--- config.mk ---
export PLATFORM = sky130hd
export DESIGN_NAME = fetch_stage
export DESIGN_NICKNAME = d
export VERILOG_FILES = /design/src/rtl/y86_pkg.sv /design/src/rtl/fetch_len_decode.sv /design/src/rtl/fetch_stage.sv
export SDC_FILE = /design/constraint.sdc
export NUM_CORES = 1
export LEC_CHECK = 0
export CAP_MARGIN = 20
export CELL_PAD_IN_SITES_DETAIL_PLACEMENT = 1
export CELL_PAD_IN_SITES_GLOBAL_PLACEMENT = 2
export CORE_MARGIN = 3
export CORE_UTILIZATION = 10
export DETAILED_ROUTE_END_ITERATION = 12
export GPL_TIMING_DRIVEN = 0
export PLACE_DENSITY_LB_ADDON = 0.1
export SETUP_SLACK_MARGIN = 0.3
export SLEW_MARGIN = 20
export SYNTH_ARGS = -nofsm -noshare
export SYNTH_HDL_FRONTEND = slang
export SYNTH_SLANG_ARGS = --single-unit
--- constraint.sdc ---
create_clock -name vclk -period 5.25
set_input_delay 1.05 -clock vclk [all_inputs]
set_output_delay 1.05 -clock vclk [all_outputs]
set_load 0.05 [all_outputs]
--- src/rtl/y86_pkg.sv ---
// Shared Y86-64 encoding constants: instruction codes, the "no register"
// marker and the byte lengths of each instruction format.
package y86_pkg;

    localparam logic [3:0] IHALT   = 4'h0;
    localparam logic [3:0] INOP    = 4'h1;
    localparam logic [3:0] IRRMOVQ = 4'h2;
    localparam logic [3:0] IIRMOVQ = 4'h3;
    localparam logic [3:0] IRMMOVQ = 4'h4;
    localparam logic [3:0] IMRMOVQ = 4'h5;
    localparam logic [3:0] IOPQ    = 4'h6;
    localparam logic [3:0] IJXX    = 4'h7;
    localparam logic [3:0] ICALL   = 4'h8;
    localparam logic [3:0] IRET    = 4'h9;
    localparam logic [3:0] IPUSHQ  = 4'hA;
    localparam logic [3:0] IPOPQ   = 4'hB;

    localparam logic [3:0] RNONE   = 4'hF;

    // Instruction lengths in bytes
    localparam logic [3:0] LEN_OP     = 4'd1;   // icode only
    localparam logic [3:0] LEN_REG    = 4'd2;   // icode + register byte
    localparam logic [3:0] LEN_DEST   = 4'd9;   // icode + 8-byte destination
    localparam logic [3:0] LEN_REGVAL = 4'd10;  // icode + registers + 8-byte constant

endpackage

--- src/rtl/fetch_len_decode.sv ---
// Per-icode format decode: whether a register byte and/or constant word
// follow, the total instruction length, and icode/ifun legality.
import y86_pkg::*;

module fetch_len_decode (
    input  logic [3:0] icode,
    input  logic [3:0] ifun,
    output logic       need_regids,
    output logic       need_valc,
    output logic [3:0] len,
    output logic       illegal
);

    // Format table; unknown icodes fall back to a 1-byte illegal instruction
    always_comb begin
        need_regids = 1'b0;
        need_valc   = 1'b0;
        len         = LEN_OP;
        illegal     = 1'b0;
        case (icode)
            IHALT, INOP, IRET: begin
                illegal = (ifun != 4'h0);
            end
            IRRMOVQ: begin
                need_regids = 1'b1;
                len         = LEN_REG;
                illegal     = (ifun > 4'h6);
            end
            IIRMOVQ, IRMMOVQ, IMRMOVQ: begin
                need_regids = 1'b1;
                need_valc   = 1'b1;
                len         = LEN_REGVAL;
                illegal     = (ifun != 4'h0);
            end
            IOPQ: begin
                need_regids = 1'b1;
                len         = LEN_REG;
                illegal     = (ifun > 4'h3);
            end
            IJXX: begin
                need_valc = 1'b1;
                len       = LEN_DEST;
                illegal   = (ifun > 4'h6);
            end
            ICALL: begin
                need_valc = 1'b1;
                len       = LEN_DEST;
                illegal   = (ifun != 4'h0);
            end
            IPUSHQ, IPOPQ: begin
                need_regids = 1'b1;
                len         = LEN_REG;
                illegal     = (ifun != 4'h0);
            end
            default: begin
                illegal = 1'b1;
            end
        endcase
    end

endmodule

--- src/rtl/fetch_stage.sv ---
// SEQ Y86-64 fetch stage: slices the 10-byte instruction window into
// fields, computes the fall-through PC and flags memory/encoding errors.
// Purely combinational; rst_n low forces every output to zero.
import y86_pkg::*;

module fetch_stage #(
    parameter int unsigned MEM_SIZE = 1024
) (
    input  logic        clk,
    input  logic        rst_n,
    input  logic [63:0] PC,
    input  logic [0:79] instruct,
    output logic [3:0]  icode,
    output logic [3:0]  ifun,
    output logic [3:0]  ra,
    output logic [3:0]  rb,
    output logic [63:0] valC,
    output logic [63:0] valP,
    output logic        mem_err,
    output logic        instruct_err
);

    // The stage keeps a clock port only for a uniform stage interface
    logic unused_clk;
    assign unused_clk = clk;

    logic [3:0] icode_raw;
    logic [3:0] ifun_raw;
    logic       need_regids;
    logic       need_valc;
    logic [3:0] len;
    logic       illegal;
    logic       pc_bad;

    assign icode_raw = instruct[0:3];
    assign ifun_raw  = instruct[4:7];
    assign pc_bad    = (PC > 64'(MEM_SIZE - 1));

    fetch_len_decode u_len_decode (
        .icode       (icode_raw),
        .ifun        (ifun_raw),
        .need_regids (need_regids),
        .need_valc   (need_valc),
        .len         (len),
        .illegal     (illegal)
    );

    // Output mux: reset zeroes everything, a bad PC substitutes a nop
    always_comb begin
        icode        = '0;
        ifun         = '0;
        ra           = '0;
        rb           = '0;
        valC         = '0;
        valP         = '0;
        mem_err      = 1'b0;
        instruct_err = 1'b0;
        if (!rst_n) begin
            // all outputs held at zero
        end else if (pc_bad) begin
            icode   = INOP;
            ifun    = 4'h0;
            ra      = RNONE;
            rb      = RNONE;
            valP    = PC;
            mem_err = 1'b1;
        end else begin
            icode        = icode_raw;
            ifun         = ifun_raw;
            ra           = need_regids ? instruct[8:11]  : RNONE;
            rb           = need_regids ? instruct[12:15] : RNONE;
            // Big-endian constant: without a register byte it starts at byte 1
            if (need_valc)
                valC = need_regids ? instruct[16:79] : instruct[8:71];
            valP         = PC + 64'(len);
            instruct_err = illegal;
        end
    end

endmodule

==> flow_summary.json <==
{
  "yosysTopAreaCellShare_pct": 26.4,
  "preCtsSetupSlack_ns": -0.753,
  "n_clock_buffer": 0,
  "result_of_the_run": "complete, no violations",
  "detailed_route_wl_um": 16300,
  "critical_path_sink_type": "output port",
  "min_path_type": "in2out",
  "final.setup.tns_ns": 0,
  "power_leakage_nw": 2.03,
  "synth.net_count": 536,
  "drtPass1Iterations": 4,
  "gp_routability_congestion": 0.736,
  "global_route.usage.total_pct": 13.9,
  "maxCapViolations": 0,
  "synth_sequential_area_ratio_pct": 0,
  "fmaxAchievable_mhz": 205,
  "grt_max_degree": 11,
  "setup.worst_path.end": "valP[5]",
  "final_report_hold_violation_count": 0,
  "die-height_um": 147,
  "peakVddDrop_mv": 0.0408,
  "layout.filler_cells": 2374,
  "layout.area.seq_um2": 0,
  "routed-via-count": 3788,
  "post-dp-hpwl_um": 14300,
  "finalNetCount": 830,
  "post-route-drc-count": 0,
  "antenna-diode-count": 0,
  "ys_warn_count": 0,
  "synth_area_leader_cell": "sky130_fd_sc_hd__nand2_1",
  "worst-slew-pin-transition_ns": 0.644,
  "synth.cell_area_um2": 1980,
  "routedWlPerCell_um": 17.4,
  "numPortBuffers": 290,
  "initial_antenna_violation_count": 0,
  "arrival_time_of_the_worst_setup_path_ns": 3.83,
  "viasPerCell": 4.04,
  "maxSlewViolCount": 0,
  "synth.distinct_cells": 38,
  "cp_max_fo": 10,
  "dieArea_um2": 21500,
  "num_rows": 50,
  "io-pin-count": 292,
  "cp_data_required_time_ns": 4.20,
  "sum_of_internal_switching_and_leakage_power_mw": 0.419,
  "report.final.setup_viol": 0,
  "initial_utilization_pct": 10.4,
  "ant_nets": 0,
  "cpMostUsedCell": "sky130_fd_sc_hd__buf_2",
  "power_per_cell_area_nw_per_um2": 79.2,
  "period_share_pct": 92.9,
  "floorplan.die.width_um": 147,
  "finalWorstPathRequiredPeriod_ns": 4.88,
  "critPathLaunch": "PC[50]",
  "design.seq.count": 0,
  "floorplan_core_area_um2": 19100,
  "drtIter0Drc": 104,
  "drive_gt1_share_pct": 13.7,
  "max_stage_delay_ns": 0.61,
  "max-slew-margin-rel_pct": 57.1,
  "synthToLayoutAreaGrowth_pct": 168,
  "cp_slowest_cell": "sky130_fd_sc_hd__or4_1",
  "post_synthesis_average_cell_area_um2": 5.12,
  "worstPathCellList": "clkdlybuf4s50_1 > nor4_1 > nand4_1 > or4_1 > buf_2 > or3_1 > a21oi_1 > buf_2",
  "synth.area.top_cells": "sky130_fd_sc_hd__nand2_1, sky130_fd_sc_hd__a21oi_1, sky130_fd_sc_hd__and2_1, sky130_fd_sc_hd__clkbuf_1, sky130_fd_sc_hd__nor4_1",
  "post_synth_inst_count": 386,
  "critical_path.startpoint_type": "input port",
  "cts_hold_buffers": 0,
  "rsz0062_at_grt": "true",
  "grt_pass1_vias": 4134,
  "global_route_wire_length_before_repair_um": 24300,
  "timing.setup.critical_path_class": "in2out",
  "global_route.overflow_total": 0,
  "post-route-worst-setup-slack_ns": 0.371,
  "area_occupied_by_multi_input_gates_um2": 1860
}
-- synth_stat cells (all sizes together) (2+ instances only) --
| master | number |
|---|---|
| or3 | 2 |
| mux2i | 5 |
| clkbuf | 30 |
| inv | 6 |
| o21a | 8 |
| nor2 | 7 |
| a21oi | 73 |
| o31ai | 2 |
| nand4 | 3 |
| nor4 | 14 |
| nand2 | 139 |
| ha | 3 |
| a211oi | 2 |
| nand3 | 4 |
| o21ai | 6 |
| or4 | 3 |
| nand2b | 3 |
| and3 | 7 |
| and2 | 54 |
-- cell type report --
class	instances	share of cell area (%)
Timing Repair Buffer	292	55.6
Multi-Input combinational cell	348	35.2
Buffer	32	2.58
Inverter	6	0.426
Tap cell	260	6.15
-- report_power, final --
group	switching [mW]	total (mW)	internal [mW]
Clock	0	0	0
Combinational	0.238	0.419	0.181
Sequential	0	0	0
Total	0.238	0.419	0.181
-- routing by layer --
metal	GRT usage, %	vias to the layer above	wire, um
met2	26.5	142	8390
met4	0.894	0	124
li1	-	1897	-
met5	0	-	0
met1	15.6	1741	6560
met3	4.28	8	1230
-- how the worst min path moves through the flow --
stage,from,slack (ns),cells after the start,end
global placement,instruct[1],3.20,3,icode[2]
global route,instruct[1],2.87,3,icode[2]
detailed placement,instruct[1],3.21,3,icode[2]
floorplan,rst_n,2.33,2,instruct_err
finish,instruct[0],2.84,4,icode[3]
CTS,instruct[1],2.84,3,icode[2]
-- cell families (layout without fill, tap and decap cells) --
kind of cell	Yosys count	after routing	synth area share, %
fa+ha+maj	5	5	3.42
buf+inv	38	330	7.72
mux	5	5	2.53
simple gates	240	240	58.9
xor+xnor	1	1	0.443
compound gates	97	97	27.0
-- per-stage QoR --
| stage | utilization, % | hold slack (ns) | cell area (um2) | std cells |
|---|---|---|---|---|
| after floorplan | - | 2.33 | 1980 | 386 |
| after global placement | 27.3 | 3.20 | 5210 | 936 |
| after detailed placement | 27.3 | 3.21 | 5210 | 936 |
| after CTS | 27.7 | 2.84 | 5290 | 938 |
| after global routing | 27.7 | 2.87 | 5290 | 938 |
| final | 27.7 | 2.84 | 5290 | 938 |
-- worst max-delay path, delay by kind of cell --
kind | cells | cell delay, ns
simple gates | 4 | 1.66
compound gates | 1 | 0.18
buf+inv | 3 | 0.92
-- repair_timing --
item / in CTS / in global routing
pin swaps: 2 / 1
hold endpoints to repair: 0 / 0
setup endpoints to repair: 93 / 87
resized for setup: 256 / 26
buffers inserted: 2 / 0
-- cell usage in the layout, fill, tap and decap left out, types with 6 or more instances in the layout --
cell type                         netlist  layout
sky130_fd_sc_hd__clkdlybuf4s50_1        0     195
sky130_fd_sc_hd__nand2_1              139     138
sky130_fd_sc_hd__a21oi_1               73      73
sky130_fd_sc_hd__clkdlybuf4s15_2        0      66
sky130_fd_sc_hd__and2_1                53      53
sky130_fd_sc_hd__clkbuf_1              30      25
sky130_fd_sc_hd__dlygate4sd2_1          0      18
sky130_fd_sc_hd__nor4_1                12      10
sky130_fd_sc_hd__buf_2                  1       8
sky130_fd_sc_hd__o21a_1                 8       8
sky130_fd_sc_hd__nor2_1                 7       7
sky130_fd_sc_hd__and3_1                 7       7
sky130_fd_sc_hd__inv_1                  6       6
No activity file was read; power rests on OpenSTA's default activity.
